--- config.mk ---
export PLATFORM = sky130hd
export DESIGN_NAME = witf_scb_flat
export DESIGN_NICKNAME = d
export VERILOG_FILES = /design/src/rtl/witf_scb_pkg.sv /design/src/rtl/witf_scb_if.sv /design/src/rtl/witf_scb_ptr.sv /design/src/rtl/witf_scb.sv /design/src/flat_wrapper.sv
export SDC_FILE = /design/constraint.sdc
export NUM_CORES = 1
export LEC_CHECK = 0
export BUFFER_PORTS_ARGS = -buffer_cell sky130_fd_sc_hd__buf_2
export CORE_AREA = 3 3 83 85
export DETAILED_ROUTE_END_ITERATION = 12
export DIE_AREA = 0 0 86 88
export PLACE_DENSITY_LB_ADDON = 0.2
export SYNTH_ARGS = -nofsm -noshare
export SYNTH_HDL_FRONTEND = slang
export SYNTH_SLANG_ARGS = --single-unit
--- constraint.sdc ---
create_clock -name clk -period 3.6 [get_ports clk]
set_clock_uncertainty 0.15 [all_clocks]
set_input_delay 0.54 -clock clk [delete_from_list [all_inputs] [get_ports clk]]
set_output_delay 0.54 -clock clk [all_outputs]
set_load 0.05 [all_outputs]
--- src/rtl/witf_scb_pkg.sv ---
// Shared constants and width helpers for the writeback instruction track scoreboard.
package witf_scb_pkg;

    localparam int WITF_DEPTH = 4;   // default number of tracked instructions
    localparam int WITF_RAW_W = 5;   // default register index width

    // Ceiling log2; returns 0 for v <= 1.
    function automatic int witf_clog2(input int v);
        int r;
        r = 0;
        for (int i = 0; i < 31; i++) begin
            if ((1 << i) < v) r = i + 1;
        end
        return r;
    endfunction

    // Pointer width: at least one bit so a single-entry table still has an index.
    function automatic int witf_aw(input int depth);
        return (witf_clog2(depth) < 1) ? 1 : witf_clog2(depth);
    endfunction

endpackage

--- src/rtl/witf_scb_if.sv ---
// Dispatch / writeback bundle of the scoreboard.
interface witf_scb_if #(
    parameter int RAW_W = 5,
    parameter int AW    = 2,
    parameter int CW    = 3
);
    logic             disp_valid;
    logic             disp_rd_wen;
    logic [RAW_W-1:0] disp_rd;
    logic             disp_rs1_en;
    logic [RAW_W-1:0] disp_rs1;
    logic             disp_rs2_en;
    logic [RAW_W-1:0] disp_rs2;
    logic             disp_ready;
    logic [AW-1:0]    disp_tag;
    logic             raw_hazard;
    logic             waw_hazard;
    logic             wb_valid;
    logic [RAW_W-1:0] wb_rd;
    logic             wb_rd_wen;
    logic             wb_err;
    logic             flush;
    logic             witf_full;
    logic             witf_empty;
    logic [CW-1:0]    count;

    modport master (
        output disp_valid, disp_rd_wen, disp_rd, disp_rs1_en, disp_rs1,
               disp_rs2_en, disp_rs2, wb_valid, flush,
        input  disp_ready, disp_tag, raw_hazard, waw_hazard, wb_rd,
               wb_rd_wen, wb_err, witf_full, witf_empty, count
    );

    modport slave (
        input  disp_valid, disp_rd_wen, disp_rd, disp_rs1_en, disp_rs1,
               disp_rs2_en, disp_rs2, wb_valid, flush,
        output disp_ready, disp_tag, raw_hazard, waw_hazard, wb_rd,
               wb_rd_wen, wb_err, witf_full, witf_empty, count
    );
endinterface

--- src/rtl/witf_scb_ptr.sv ---
// Circular pointer with wrap flag; the flag flips each time the pointer wraps to 0.
module witf_scb_ptr #(
    parameter int DEPTH = 4,
    parameter int AW    = 2
) (
    input  logic          clk,
    input  logic          rst,
    input  logic          en,
    input  logic          clr,
    output logic [AW-1:0] ptr,
    output logic          flag
);

    // Pointer register: clear wins over advance.
    always_ff @(posedge clk or negedge rst) begin
        if (!rst) begin
            ptr  <= '0;
            flag <= 1'b0;
        end else if (clr) begin
            ptr  <= '0;
            flag <= 1'b0;
        end else if (en) begin
            if (ptr == AW'(DEPTH - 1)) begin
                ptr  <= '0;
                flag <= ~flag;
            end else begin
                ptr  <= ptr + AW'(1);
            end
        end
    end

endmodule

--- src/rtl/witf_scb.sv ---
// In-order scoreboard: tracks destination registers of in-flight instructions,
// flags RAW/WAW hazards against them and retires them in order on writeback.
module witf_scb import witf_scb_pkg::*; #(
    parameter  int DEPTH     = WITF_DEPTH,
    parameter  int RAW_W     = WITF_RAW_W,
    parameter  int WB_BYPASS = 1,
    localparam int AW        = witf_aw(DEPTH),
    localparam int CW        = witf_clog2(DEPTH + 1)
) (
    input  logic      clk,
    input  logic      rst,
    witf_scb_if.slave bus
);

    localparam bit BYP = (WB_BYPASS != 0);

    logic [DEPTH-1:0] vld_q;
    logic [DEPTH-1:0] rdwen_q;
    logic [RAW_W-1:0] rd_q [DEPTH];
    logic [CW-1:0]    cnt_q;
    logic             err_q;

    logic [AW-1:0]    wptr, rptr;
    logic             wflag, rflag;
    logic             full, empty, pop, skip_head, eff_full, accept;
    logic             raw_any, waw_any;
    logic [DEPTH-1:0] raw_m, waw_m;

    witf_scb_ptr #(.DEPTH(DEPTH), .AW(AW)) u_wptr (
        .clk (clk),
        .rst (rst),
        .en  (accept),
        .clr (bus.flush),
        .ptr (wptr),
        .flag(wflag)
    );

    witf_scb_ptr #(.DEPTH(DEPTH), .AW(AW)) u_rptr (
        .clk (clk),
        .rst (rst),
        .en  (pop & ~bus.flush),
        .clr (bus.flush),
        .ptr (rptr),
        .flag(rflag)
    );

    // A single-entry table has no distinguishing pointer bits, so use the valid bit.
    if (DEPTH == 1) begin : g_fe1
        assign full  = vld_q[0];
        assign empty = ~vld_q[0];
    end else begin : g_fen
        assign full  = (wptr == rptr) & (wflag != rflag);
        assign empty = (wptr == rptr) & (wflag == rflag);
    end

    assign pop       = bus.wb_valid & ~empty;
    // The retiring head no longer blocks anything when bypass is enabled.
    assign skip_head = BYP & pop;
    assign eff_full  = full & ~skip_head;

    // Per-entry matching; x0 is never a hazard source.
    for (genvar i = 0; i < DEPTH; i++) begin : g_ent
        logic wr;
        assign wr = vld_q[i] & rdwen_q[i] & (rd_q[i] != '0)
                    & ~(skip_head & (rptr == AW'(i)));
        assign raw_m[i] = wr & ((bus.disp_rs1_en & (rd_q[i] == bus.disp_rs1)) |
                                (bus.disp_rs2_en & (rd_q[i] == bus.disp_rs2)));
        assign waw_m[i] = wr & bus.disp_rd_wen & (bus.disp_rd != '0)
                          & (rd_q[i] == bus.disp_rd);
    end

    assign raw_any = |raw_m;
    assign waw_any = |waw_m;
    assign accept  = bus.disp_valid & bus.disp_ready;

    assign bus.raw_hazard = raw_any;
    assign bus.waw_hazard = waw_any;
    assign bus.disp_ready = ~eff_full & ~raw_any & ~waw_any & ~bus.flush;
    assign bus.disp_tag   = wptr;
    assign bus.wb_rd      = empty ? '0 : rd_q[rptr];
    assign bus.wb_rd_wen  = empty ? 1'b0 : rdwen_q[rptr];
    assign bus.wb_err     = err_q;
    assign bus.witf_full  = full;
    assign bus.witf_empty = empty;
    assign bus.count      = cnt_q;

    // Valid bits: flush clears all; the set follows the clear so a full-table
    // bypass refill of the retiring slot leaves it valid.
    always_ff @(posedge clk or negedge rst) begin
        if (!rst) begin
            vld_q <= '0;
        end else if (bus.flush) begin
            vld_q <= '0;
        end else begin
            if (pop)    vld_q[rptr] <= 1'b0;
            if (accept) vld_q[wptr] <= 1'b1;
        end
    end

    // Payload is only ever observed through a set valid bit, so it is not reset.
    always_ff @(posedge clk) begin
        if (accept) begin
            rd_q[wptr]    <= bus.disp_rd;
            rdwen_q[wptr] <= bus.disp_rd_wen;
        end
    end

    // Occupancy counter.
    always_ff @(posedge clk or negedge rst) begin
        if (!rst) begin
            cnt_q <= '0;
        end else if (bus.flush) begin
            cnt_q <= '0;
        end else if (accept & ~pop) begin
            cnt_q <= cnt_q + CW'(1);
        end else if (pop & ~accept) begin
            cnt_q <= cnt_q - CW'(1);
        end
    end

    // Underflow pulse: writeback seen with nothing in flight.
    always_ff @(posedge clk or negedge rst) begin
        if (!rst) begin
            err_q <= 1'b0;
        end else begin
            err_q <= bus.wb_valid & empty & ~bus.flush;
        end
    end

endmodule

--- src/flat_wrapper.sv ---
// flat-port wrapper written by rule: the top's interface ports become plain ports
module witf_scb_flat import witf_scb_pkg::*;
#(
    parameter  int DEPTH     = WITF_DEPTH,
    parameter  int RAW_W     = WITF_RAW_W,
    parameter  int WB_BYPASS = 1,
    localparam int AW        = witf_aw(DEPTH),
    localparam int CW        = witf_clog2(DEPTH + 1)
)
  (clk, rst, bus_disp_valid, bus_disp_rd_wen, bus_disp_rd, bus_disp_rs1_en, bus_disp_rs1, bus_disp_rs2_en, bus_disp_rs2, bus_wb_valid, bus_flush, bus_disp_ready, bus_disp_tag, bus_raw_hazard, bus_waw_hazard, bus_wb_rd, bus_wb_rd_wen, bus_wb_err, bus_witf_full, bus_witf_empty, bus_count);
  witf_scb_if #(.RAW_W(RAW_W), .AW(2), .CW(3)) bus_i ();
  input  logic clk;
  input  logic rst;
  input wire logic [$bits(bus_i.disp_valid)-1:0] bus_disp_valid;
  input wire logic [$bits(bus_i.disp_rd_wen)-1:0] bus_disp_rd_wen;
  input wire logic [$bits(bus_i.disp_rd)-1:0] bus_disp_rd;
  input wire logic [$bits(bus_i.disp_rs1_en)-1:0] bus_disp_rs1_en;
  input wire logic [$bits(bus_i.disp_rs1)-1:0] bus_disp_rs1;
  input wire logic [$bits(bus_i.disp_rs2_en)-1:0] bus_disp_rs2_en;
  input wire logic [$bits(bus_i.disp_rs2)-1:0] bus_disp_rs2;
  input wire logic [$bits(bus_i.wb_valid)-1:0] bus_wb_valid;
  input wire logic [$bits(bus_i.flush)-1:0] bus_flush;
  output wire logic [$bits(bus_i.disp_ready)-1:0] bus_disp_ready;
  output wire logic [$bits(bus_i.disp_tag)-1:0] bus_disp_tag;
  output wire logic [$bits(bus_i.raw_hazard)-1:0] bus_raw_hazard;
  output wire logic [$bits(bus_i.waw_hazard)-1:0] bus_waw_hazard;
  output wire logic [$bits(bus_i.wb_rd)-1:0] bus_wb_rd;
  output wire logic [$bits(bus_i.wb_rd_wen)-1:0] bus_wb_rd_wen;
  output wire logic [$bits(bus_i.wb_err)-1:0] bus_wb_err;
  output wire logic [$bits(bus_i.witf_full)-1:0] bus_witf_full;
  output wire logic [$bits(bus_i.witf_empty)-1:0] bus_witf_empty;
  output wire logic [$bits(bus_i.count)-1:0] bus_count;
  assign bus_i.disp_valid = bus_disp_valid;
  assign bus_i.disp_rd_wen = bus_disp_rd_wen;
  assign bus_i.disp_rd = bus_disp_rd;
  assign bus_i.disp_rs1_en = bus_disp_rs1_en;
  assign bus_i.disp_rs1 = bus_disp_rs1;
  assign bus_i.disp_rs2_en = bus_disp_rs2_en;
  assign bus_i.disp_rs2 = bus_disp_rs2;
  assign bus_i.wb_valid = bus_wb_valid;
  assign bus_i.flush = bus_flush;
  assign bus_disp_ready = bus_i.disp_ready;
  assign bus_disp_tag = bus_i.disp_tag;
  assign bus_raw_hazard = bus_i.raw_hazard;
  assign bus_waw_hazard = bus_i.waw_hazard;
  assign bus_wb_rd = bus_i.wb_rd;
  assign bus_wb_rd_wen = bus_i.wb_rd_wen;
  assign bus_wb_err = bus_i.wb_err;
  assign bus_witf_full = bus_i.witf_full;
  assign bus_witf_empty = bus_i.witf_empty;
  assign bus_count = bus_i.count;
  witf_scb #(.DEPTH(DEPTH), .RAW_W(RAW_W), .WB_BYPASS(WB_BYPASS)) u_core (.clk(clk), .rst(rst), .bus(bus_i));
endmodule
* Word-level counts from Yosys, hierarchy flattened
Memory sizes are Yosys's and may differ from the RTL's. Cells that the tools add are included.
Word-level totals: register bits 18, latch bits 0, memory bits (writable) 20, bits in read-only memories 0, bits of input ports 23, output and inout port bits 17, logic and storage cells 156, memories 1
Memory list:
- u_core.rd_q | depth 4, width 5, read ports 5, clocked after memory_dff 0, write ports 1, RTL line witf_scb.sv:19 | logic [RAW_W-1:0] rd_q [DEPTH];
Operators by class: add/sub/neg operators 4, multiply operators 0, div/mod/pow operators 0, $lt $le $gt $ge 4, eq/ne operators 19, shift-type cells 0, multiplexer cells 30, bitwise gates (word level) 73, reduce and logical (&&, ||, !) cells 17
Operators by type and width (count):
- == test 5 bit | 12
- AND 1 bit | 53
- nonzero test 5 bit | 5
- 2-to-1 mux 4 bit | 4
- NOT 1 bit | 13
- 2-to-1 mux 1 bit | 12
- 2-to-1 mux 2 bit | 6
- 2-to-1 mux 3 bit | 3
- nonzero test 2 bit | 4
- OR reduction 4 bit | 2
- == test 2 bit (second input constant) | 3
- < comparator 2 x 3 -> 1 bit (second input constant) | 2
- 2-to-1 mux 5 bit | 1
- adder 2 x 1 -> 2 bit (second input constant) | 2
- AND 4 bit | 1
- bitwise mux 4 bit | 1
- demux 1 bit (select 2 bit) | 2
- >= comparator 2 x 1 -> 1 bit (second input constant) | 2
- NOT 4 bit | 1
- bitwise OR 1 bit | 4
- bitwise OR 4 bit | 1
- AND reduction 2 bit | 2
- adder 3 x 1 -> 3 bit (second input constant) | 1
- nonzero test 3 bit | 1
- 8 further kinds | 9

* Longest topological paths before layout
Gate-level depths: netlist of run 1.
depth in word-level cells 20, depth in mapped cells 12, gate-level depth less buffers 12

* Hierarchy
From an unflattened synthesis of run 1, not the netlist that was laid out.
Second synthesis, totals: cell total of the unflattened synthesis 248, area, all modules 2703.8 µm²
By module, submodules not included:
- witf_scb | instances 1, cells each 224, area each 2408.6 µm², seq. area each 920.9 µm²
- witf_scb_ptr | instances 2, cells each 12, area each 147.6 µm², seq. area each 75.1 µm²

* Worst setup path after synthesis of run 1
OpenSTA, ideal clock, no wires.
path kind flip-flop to output port, from reg u_core.u_wptr.ptr[0], to out bus_disp_ready, arrival 3.692 ns, required time 2.910 ns, path slack -0.782 ns, cell stages (with the launch flop) 7, buffers on the path 0, path through dfrtp_1 xnor2_1 a31oi_2 a21oi_1 a22oi_2 nand3_1 nor4_1
On the way: elaborated cells on any way between the ends 43, classes of those cells 1 x eq/ne; 40 x bitwise; 2 x reduce/logical
RTL lines:
- from (decl) | RTL line witf_scb_ptr.sv:10 | output logic [AW-1:0] ptr,
- from (signal assigned) | RTL line witf_scb_ptr.sv:27 | ptr <= ptr + AW'(1);
- == test 2 bit * | RTL line witf_scb.sv:53 | assign empty = (wptr == rptr) & (wflag == rflag);
- AND 1 bit * | RTL line witf_scb.sv:53
- NOT 1 bit * | RTL line witf_scb.sv:56 | assign pop = bus.wb_valid & ~empty;
- AND 1 bit * | RTL line witf_scb.sv:56
- AND 1 bit | RTL line witf_scb.sv:65 | & ~(skip_head & (rptr == AW'(i)));
- NOT 1 bit | RTL line witf_scb.sv:65
- AND 1 bit | RTL line witf_scb.sv:65
- AND 1 bit | RTL line witf_scb.sv:66 | assign raw_m[i] = wr & ((bus.disp_rs1_en & (rd_q[i] == bus.disp_rs1)) |
- OR reduction 4 bit * | RTL line witf_scb.sv:72 | assign raw_any = |raw_m;
- net bus_raw_hazard | RTL line flat_wrapper.sv:25 | output wire logic [$bits(bus_i.raw_hazard)-1:0] bus_raw_hazard;
- NOT 1 bit * | RTL line witf_scb.sv:78 | assign bus.disp_ready = ~eff_full & ~raw_any & ~waw_any & ~bus.flush;
- AND 1 bit * (3 in series) | RTL line witf_scb.sv:78
- to (decl) | RTL line flat_wrapper.sv:23 | output wire logic [$bits(bus_i.disp_ready)-1:0] bus_disp_ready;
Mark *: on every way through the listed nets, which the timed path passes. The rest lies on a longest branch.

==> metrics.cfg, run 1 <==
[outcome]
status=finished clean

[critical_path]
critPathLaunchType=flop
crit_type=reg2out
end_kind=primary output
slowest_stage=or4_1
reg2reg_slack_ps=250
path_depth=8
cp_data_required_time_ps=2910
crit_end=bus_disp_ready
path_cells=or4_1, o211ai_1, a21oi_1, a22oi_2, a21o_4, inv_2, nor4_4, buf_2
cp_top_family=simple AND/OR/NAND/NOR gates
r2r-end=u_core.bus.count[1]$_DFFE_PN0P_
timing.rr.start=u_core.u_rptr.flag$_DFFE_PN0P_
cp.arrival_ps=2690
cp_max_fo=13
cp_slowest_stage_delay_ps=560
reg2reg_depth=10
path_buf_inv=2
critPathLaunch=u_core.rd_q[2][1]$_DFFE_PP_

[synth]
ys_types=44
synth_compound_area_share_pct=9.532
synth_top_area_share_pct=26.15
postSynthCellCount=262
netlist_area_sq_um=2756
synth-edff-count=24
synth-async-reset-ratio_pct=36.84
syn_area_per_cell_sq_um=10.52
synth_seq_area_share_pct=38.86
synth_top_family_by_area=XOR/XNOR gates
yosys.area.top_type=edfxtp_1
syn-num-nets=294
synth-adder-area-share_pct=4.358
yosys_register_bits=38
synth_flop_cell=edfxtp_1
synth-simple-area-share_pct=17.25
ys_warn_count=0
synthMuxAreaShare_pct=5.674
synth.area.top_cells=edfxtp_1, dfrtp_1, xnor2_1, xor2_1, mux4_2
synth-xor-area-share_pct=20.34

[placed_design]
io_buffers=39
gp_congestion=0.8644
hpwlAfterDp_mm=5.214

[clock_network]
cts_buffers=5
clk-insertion-delay-late_ps=300
post_cts_buffers=0
clkTransAtPathRegs_ps=80
cts_tree=done
root_buffer=clkbuf_8
cts.sinks=38
htreeDepth=2
clockBufferDepth=2

[timing]
hold_viol=0
slew_headroom_pct=67.56
rsz0062_at_grt=no
timing.final.crit_share_pct=93.75
setup_violations=0
setup-tns-final_ps=0
max_freq_mhz=296.3
period_minus_slack_ps=3375
drv_slew=0
tightest_slew_ps=484.3
hold_slack_ps=334.4

[cells_and_area]
layout.nets=333
antenna_cells=0
layout-drive-gt1-share_pct=24.83
area_delta_synth_final_pct=15.89
nFillCells=606
fin_util_pct=50.89

[route]
remaining_drc_errors=0
drt_first_iter_violations=143
vias=2160
routed_wirelength_mm=7.069
firstDrtPassIters=4
wire_per_inst_um=18.65
ant_nets=0
via_per_inst=5.699

[die]
fp.dieArea_sq_um=7568
die_h_um=88
io_pins=40
fp.dieW_um=86
start_util_pct=43.91
num_rows=29
design.core.area_sq_um=6277

[global_routing]
grt_pass1_wl_mm=11.36
grt_pass1_vias=2175
grt_max_degree=22
grt_overflow=0
antenna_found_initial=0
track_usage_pct=19.56

[flow_run]
max_cap_violations=0

[min_path]
min_from=bus_disp_rd_wen
min_path_type=in2reg

[power]
peakVddDrop_mv=0.2329
p_per_area_nw_per_um2=445.5
leakage_nw=1.252

## state kept, by name (all words and copies together), names as in the netlist
| register | flops |
|---|---|
| u_core.bus.count | 3 |
| u_core.bus.wb_err | 1 |
| u_core.rd_q | 20 |
| u_core.rdwen_q | 4 |
| u_core.u_rptr.flag | 1 |
| u_core.u_rptr.ptr | 2 |
| u_core.u_wptr.flag | 1 |
| u_core.u_wptr.ptr | 2 |
| u_core.vld_q | 4 |
## worst register-to-register path: stages (launching register included)
cell,delay [ps]
dfrtp_1,400
xnor2_1,410
a31oi_2,270
a21oi_1,390
a41oi_2,170
a21o_4,300
nand2_1,180
nor2_1,80
fa_1,440
or3_1,370
o211ai_2,140
## cells by family (layout without fill, tap and decap cells)
kind of cell             Yosys count  after routing
AND/OR/NAND/NOR                   85             85
XOR/XNOR                          64             64
flip-flops                        38             38
AO/OA/AOI/OAI                     33             33
buffers and inverters             25             65
adder cells (fa/ha/maj)            9              9
multiplexers                       8              8
## metrics by stage
stage / std cells / setup slack, ps / area [sq um] / power (mW)
floorplan: 262 / 61.78 / 2771 / 0.8746
global placement: 370 / 235.8 / 3047 / 0.9849
detailed placement: 370 / 180.0 / 3047 / 0.9872
CTS: 379 / 241.4 / 3194 / 1.427
global route: 379 / 74.97 / 3194 / 1.494
finish: 379 / 224.9 / 3194 / 1.423
## routing by layer
| layer | up-vias | global-route usage [%] | wire [um] |
|---|---|---|---|
| met5 | - | 0 | 0 |
| met4 | 0 | 7.194 | 120 |
| met3 | 11 | 3.763 | 471 |
| met2 | 85 | 30.62 | 3218 |
| met1 | 1043 | 26.98 | 3257 |
| li1 | 1021 | - | - |
## synthesized netlist by cell type (6+ instances only)
cell type   n
edfxtp_1   24
nor3_1      8
xor2_1     26
ha_1        8
a21oi_1     8
nor2b_1     6
mux4_2      6
and3_1      9
or4_1       6
nor4_1      6
dfrtp_1    14
clkbuf_1   12
nor2_1     12
xnor2_1    38
nand2_1    15
inv_1       8
## layout by cell type, fill, tap and decap left out, types with 2 or more instances in the layout
cell	Yosys	final
or4_1	6	6
or3_1	2	2
o22ai_1	5	5
nand3_1	5	5
a32oi_1	3	3
nor3b_1	2	2
o311ai_1	2	2
nor2b_1	6	6
xor2_1	26	26
nand2b_1	5	5
nor4_1	6	5
nand2_1	15	15
mux4_2	6	6
a21oi_1	8	8
buf_4	2	8
dfrtp_1	14	14
bufinv_16	0	2
o21ai_0	4	4
edfxtp_1	24	24
clkbuf_8	0	5
buf_2	1	39
and3_1	9	9
xnor2_1	38	38
inv_1	8	8
o211ai_2	3	3
nand4_1	5	5
nor3_1	8	8
ha_1	8	8
nor2_1	12	12
a22oi_2	2	2
## power breakdown
group | internal [mW] | total (mW) | switching (mW)
combinational | 0.154 | 0.457 | 0.303
clock | 0.278 | 0.445 | 0.167
sequential | 0.492 | 0.521 | 0.0296
## cell type report
type | count | area (sq um) | share of cell area [%]
clock buffer | 5 | 68.82 | 2.154
timing repair buffer | 48 | 265.3 | 8.304
sequential | 38 | 1071 | 33.53
multi-input combinational | 199 | 1590 | 49.78
tap | 77 | 96.34 | 3.016
inverter | 9 | 33.78 | 1.058
clock inverter | 3 | 68.82 | 2.154
## how the worst min path moves through the flow
stage	cells past startpoint	end	slack [ps]
after floorplan	0	u_core.bus.count[0]$_DFFE_PN0P_	90
final	1	u_core.rdwen_q[0]$_DFFE_PP_	330
after global placement	1	u_core.bus.count[0]$_DFFE_PN0P_	320
after global routing	1	u_core.rdwen_q[0]$_DFFE_PP_	330
after CTS	1	u_core.rdwen_q[0]$_DFFE_PP_	330
after detailed placement	1	u_core.bus.count[0]$_DFFE_PN0P_	320
## what timing repair did
item                                   CTS  global route
hold buffers                             1             0
endpoints found under the hold margin    4             0
gates resized for setup                  0             0
Note: power is estimated with default switching activity, not from simulation.
==> run 2, diff against run 1 <==
- CORE_AREA: 3 3 83 85 -> 3 3 71 99
- DIE_AREA: 0 0 86 88 -> 0 0 74 102
==> run 2 against run 1 <==
Critical path depth down 1. Critical path type unchanged. Register-to-register slack about the same. Clock power fell by 36%. Largest power group unchanged. Sequential power is essentially flat. Highest routed layer unchanged.
==> metrics.cfg, run 2 (synthesis gave the netlist of run 1 again) <==
[cells_and_area]
mostFrequentLayoutCells=buf_2, xnor2_1, xor2_1
area_delta_synth_final_pct=15.12
largest-register=u_core.rd_q
fin_util_pct=50.74  ; -0.15 points
layout.nets=338  ; +1.5%
antenna_cells=0  ; unchanged
top_regs=u_core.rd_q x20, u_core.rdwen_q x4, u_core.vld_q x4
final_common_cell=buf_2
regArea_sq_um=1071  ; unchanged
multiInputGateArea_sq_um=1590  ; unchanged
layout-drive-gt1-share_pct=25.73  ; +0.90 points
largest_register_ffs=20  ; unchanged
nFillCells=581  ; -4.1%
final_cell_area_sq_um=3173  ; -0.67%

[clock_network]
clk-insertion-delay-late_ps=290  ; about the same
cts.sinks=38  ; unchanged
clockBufferDepth=2  ; unchanged
cts_tree=done
clkTransAtPathRegs_ps=80  ; about the same
htreeDepth=2  ; unchanged
root_buffer=clkbuf_8
cts_hold_buffers=1  ; unchanged
cts_buffers=5  ; unchanged
cts_resized=0  ; unchanged
post_cts_buffers=0  ; unchanged

[route]
wire_per_inst_um=18.53  ; -0.66%
remaining_drc_errors=0  ; unchanged
drt_first_iter_violations=136  ; -4.9%
ant_nets=0  ; unchanged
firstDrtPassIters=4  ; unchanged
vias=2161  ; +0.046%
routed_wirelength_mm=7.022  ; -0.66%
via_per_inst=5.702  ; about the same

[die]
num_rows=34  ; +17%
fp.dieArea_sq_um=7548  ; -0.26%
design.core.area_sq_um=6254  ; -0.38%
start_util_pct=44.08  ; +0.17 points
fp.dieW_um=74  ; -14%
die_h_um=102  ; +16%
io_pins=40  ; unchanged

[placed_design]
dpl_cell_area_sq_um=3078  ; +1.0%
io_buffers=39  ; unchanged
hpwlAfterDp_mm=5.429  ; +4.1%
gp_congestion=0.8751  ; +1.2%

[critical_path]
cp_data_required_time_ps=2910  ; about the same
path_cells=or4_1, o211ai_2, a21oi_1, a22oi_2, nand3_1, nor4_4, buf_2
cp_slowest_stage_delay_ps=570  ; about the same
end_kind=primary output
cp_max_fo=5  ; -8
cp.arrival_ps=2660  ; -30 ps
crit_type=reg2out
cp_top_family=simple AND/OR/NAND/NOR gates
path_buf_inv=1  ; -1
critPathLaunchType=flop
slowest_stage=or4_1
reg2reg_slack_ps=260  ; about the same

[power]
p_per_area_nw_per_um2=399.7  ; -10%
p_switching_uw=488.2  ; -2.4%
internal-power_uw=780.2  ; -15%
finalPower_mw=1.268  ; -11%
switching_share_pct=38.49  ; +3.3 points
leakage_nw=1.248  ; -0.27%
combPwrFrac_pct=36.4  ; +4.3 points
peakVddDrop_mv=0.1958  ; -16%
seqPwrFrac_pct=41.1  ; +4.5 points
p_clk_share_pct=22.6  ; -8.7 points

[global_routing]
grt_pass1_wl_mm=11.27  ; -0.73%
grt_overflow=0  ; unchanged
grt_pass1_vias=2167  ; -0.37%
grt_max_degree=22  ; unchanged
antenna_found_initial=0  ; unchanged
track_usage_pct=19.81  ; +0.24 points

[timing]
hold_viol=0  ; unchanged
drv_slew=0  ; unchanged
period_minus_slack_ps=3345  ; -29.84 ps
tightest_slew_ps=446.6  ; -37.72 ps
timing.final.crit_share_pct=92.92  ; -0.83 points
hold_slack_ps=338.8  ; +4.383 ps
max_freq_mhz=298.9  ; +0.89%
rsz0062_at_grt=no
slew_headroom_pct=69.91  ; +2.4 points
setup_violations=0  ; unchanged
setup-tns-final_ps=0  ; unchanged

[min_path]
min_path_type=in2reg

[outcome]
status=finished clean

[flow_run]
max_cap_violations=0  ; unchanged

## run 2: stage by stage
step	std cells	setup slack [ps]
after floorplan	262	61.78
after global placement	370	266.1
after detailed placement	370	235.3
after CTS	379	236.7
after global routing	379	7.557
final	379	254.8
## run 2: worst paths after layout
path | start | to | cells after the start
worst min-delay path | bus_disp_rd_wen | u_core.rdwen_q[3]$_DFFE_PP_ | 1
worst max-delay path | u_core.rd_q[0][0]$_DFFE_PP_ | bus_disp_ready | 7
max in group asynchronous | rst | u_core.vld_q[0]$_DFF_PN0_ | 2
worst max register to register | u_core.rd_q[3][1]$_DFFE_PP_ | u_core.bus.count[1]$_DFFE_PN0P_ | 10
worst min register to register | u_core.u_wptr.flag$_DFFE_PN0P_ | u_core.u_wptr.flag$_DFFE_PN0P_ | 1
min in group asynchronous | rst | u_core.bus.wb_err$_DFF_PN0_ | 2
## run 2: worst reg2reg max path: stages, from the launching register on
cell      delay [ps]
edfxtp_1         530
xor2_1           230
or4_1            520
nor4_1           270
a41oi_2           70
a21o_4           300
nand2_1          180
nor2_1            80
fa_1             450
or3_1            370
o211ai_2         130
## run 2: area by class of cell
type | instances | area share (%)
repair buffers | 53 | 9.543
flip-flops and latches | 38 | 33.75
multi-input cells | 199 | 50.12
inverters | 9 | 1.065
well taps | 72 | 2.839
clock buffers | 5 | 2.169
clock inverters | 3 | 0.5126
## run 2: metal layers
layer  vias up  routed length, um  global-route usage (%)
met2        57               3484                   32.10
li1       1031                  -                       -
met4         0                192                   8.368
met3        16                313                   2.657
met1      1057               3032                   26.36
met5         -                  0                       0
## run 2: power by group through the flow
| stage | sequential (mW) | clock, mW | combinational, mW |
|---|---|---|---|
| after floorplan | 0.568 | 0 | 0.306 |
| after global placement | 0.530 | 0 | 0.462 |
| after detailed placement | 0.530 | 0 | 0.462 |
| after CTS | 0.521 | 0.294 | 0.464 |
| after global routing | 0.524 | 0.313 | 0.504 |
| final | 0.521 | 0.286 | 0.461 |
==> run 3, diff against run 2 <==
- SETUP_SLACK_MARGIN: default -> 0.5
- clock period: 3.6 -> 3.56 ns (I/O delays scaled with it)
==> run 3 against run 2 <==
Critical path depth increased by 3. Via count increased by 3.6%. Non-clock buffer count increased by 18. Critical path type is now reg2reg. Core utilization increased by 3.6 points. Highest routed layer unchanged. Clock power about the same. Largest cell class unchanged.
==> metrics.cfg, run 3 (synthesis gave the netlist of run 1 again) <==
[cells_and_area]
mostFrequentLayoutCells=buf_2, xnor2_1, buf_4
nFillCells=555  ; -4.5%
final_common_cell=buf_2
layout-drive-gt1-share_pct=34.77  ; +9.0 points
largest-register=u_core.rd_q
antenna_cells=0  ; unchanged
area_delta_synth_final_pct=23.38
top_regs=u_core.rd_q x20, u_core.rdwen_q x4, u_core.vld_q x4
largest_register_ffs=20  ; unchanged
layout.nets=356  ; +5.3%
fin_util_pct=54.38  ; +3.6 points
stdcell_count=397  ; +4.7%
final_cell_area_sq_um=3401  ; +7.2%

[clock_network]
clk-insertion-delay-late_ps=300  ; about the same
cts_buffers=5  ; unchanged
cts.sinks=38  ; unchanged
clockBufferDepth=2  ; unchanged
cts_tree=done
clkTransAtPathRegs_ps=80  ; about the same
root_buffer=clkbuf_8
htreeDepth=2  ; unchanged

[power]
peakVddDrop_mv=0.1845  ; -5.7%
p_per_area_nw_per_um2=382.7  ; -4.3%
leakage_nw=1.354  ; +8.4%
finalPower_mw=1.301  ; +2.6%

[min_path]
min_path_type=in2reg

[timing]
period_minus_slack_ps=3062
rsz0062_at_grt=yes
hold_slack_ps=327.9  ; -10.93 ps
drv_slew=0  ; unchanged
fin_ws_ps=498.1  ; +243.3 ps
slew_headroom_pct=70.43  ; +0.52 points
tightest_slew_ps=440.1  ; -6.431 ps
setup_violations=0  ; unchanged
max_freq_mhz=326.6
timing.final.crit_share_pct=86.01
hold_viol=0  ; unchanged
setup-tns-final_ps=0  ; unchanged

[global_routing]
grt_max_degree=22  ; unchanged
grt_pass1_wl_mm=11.61  ; +3.0%
grt_pass1_vias=2155  ; -0.55%
grt_overflow=0  ; unchanged
track_usage_pct=20.79  ; +0.98 points
antenna_found_initial=0  ; unchanged

[die]
die_h_um=102  ; unchanged
io_pins=40  ; unchanged
fp.dieW_um=74  ; unchanged
fp.dieArea_sq_um=7548  ; unchanged
design.core.area_sq_um=6254  ; unchanged
num_rows=34  ; unchanged
start_util_pct=44.08  ; unchanged

[route]
remaining_drc_errors=0  ; unchanged
routed_wirelength_mm=7.448  ; +6.1%
via_per_inst=5.640  ; -1.1%
wire_per_inst_um=18.76  ; +1.3%
vias=2239  ; +3.6%
firstDrtPassIters=4  ; unchanged
ant_nets=0  ; unchanged
drt_first_iter_violations=132  ; -2.9%

[critical_path]
cp.arrival_ps=3140  ; +480 ps
critPathLaunchType=flop
end_kind=flop
crit_type=reg2reg
cp_max_fo=4  ; -1
cp_data_required_time_ps=3640  ; +730 ps

[placed_design]
hpwlAfterDp_mm=5.333  ; -1.8%
gp_congestion=0.8570  ; -2.1%
io_buffers=39  ; unchanged
preCtsSetupSlack_ps=270.5  ; +35.23 ps
dpl_cell_area_sq_um=3092  ; +0.45%
placedCellCount=369  ; -0.27%

[outcome]
status=finished clean

[flow_run]
max_cap_violations=0  ; unchanged

-- run 3: repair_timing --
action,in CTS,in global routing
hold buffers,1,0
pin swaps,2,3
endpoints found under the hold margin,14,0
resized for setup,4,16
buffers inserted,13,6
endpoints found under the setup margin,4,5
-- run 3: path summary, 6_finish.rpt --
path                       slack, ps                                to                            from  cells past startpoint
hold / removal                   330       u_core.rdwen_q[2]$_DFFE_PP_                 bus_disp_rd_wen                      1
max in group asynchronous       2480  u_core.u_wptr.ptr[0]$_DFFE_PN0P_                             rst                      2
hold reg to reg                  350    u_core.u_wptr.flag$_DFFE_PN0P_  u_core.u_wptr.flag$_DFFE_PN0P_                      1
min in group asynchronous        500       u_core.bus.wb_err$_DFF_PN0_                             rst                      2
setup / recovery                 500   u_core.bus.count[1]$_DFFE_PN0P_     u_core.rd_q[2][2]$_DFFE_PP_                     10
setup reg to reg                 500   u_core.bus.count[1]$_DFFE_PN0P_     u_core.rd_q[2][2]$_DFFE_PP_                     10
-- run 3: cell type report --
| class | instances | area [sq um] | area share, % |
|---|---|---|---|
| multi-input cells | 199 | 1668 | 49.04 |
| flip-flops and latches | 38 | 1075 | 31.60 |
| repair buffers | 71 | 450.4 | 13.25 |
| well taps | 72 | 90.09 | 2.649 |
| clock buffers | 6 | 72.57 | 2.134 |
| inverters | 9 | 36.28 | 1.067 |
| clock inverters | 2 | 8.758 | 0.2575 |
-- run 3: worst max-delay path, cell delays in order, from the launching register on --
cell      delay, ps
edfxtp_1        400
or4_1           570
o211ai_1        200
a21oi_1         110
o21ai_2         140
and4_2          320
nand2_4          80
nor2_1          120
fa_1            430
or3_1           330
o211ai_2        140
-- run 3: layer usage --
| metal | share of wire, % | vias to the layer above | global-route usage, % |
|---|---|---|---|
| met5 | 0 | - | 0 |
| li1 | - | 1065 | - |
| met4 | 2.5 | 0 | 8.647 |
| met1 | 43 | 1094 | 27.79 |
| met2 | 50 | 64 | 33.33 |
| met3 | 4.6 | 16 | 3.248 |
-- run 3: power breakdown --
group          total (mW)  leakage [nW]  internal, mW  switching (mW)
logic               0.486         0.908         0.167           0.319
registers           0.527         0.403         0.498          0.0295
clock network       0.288        0.0426         0.135           0.154
total                1.30          1.35         0.799           0.502
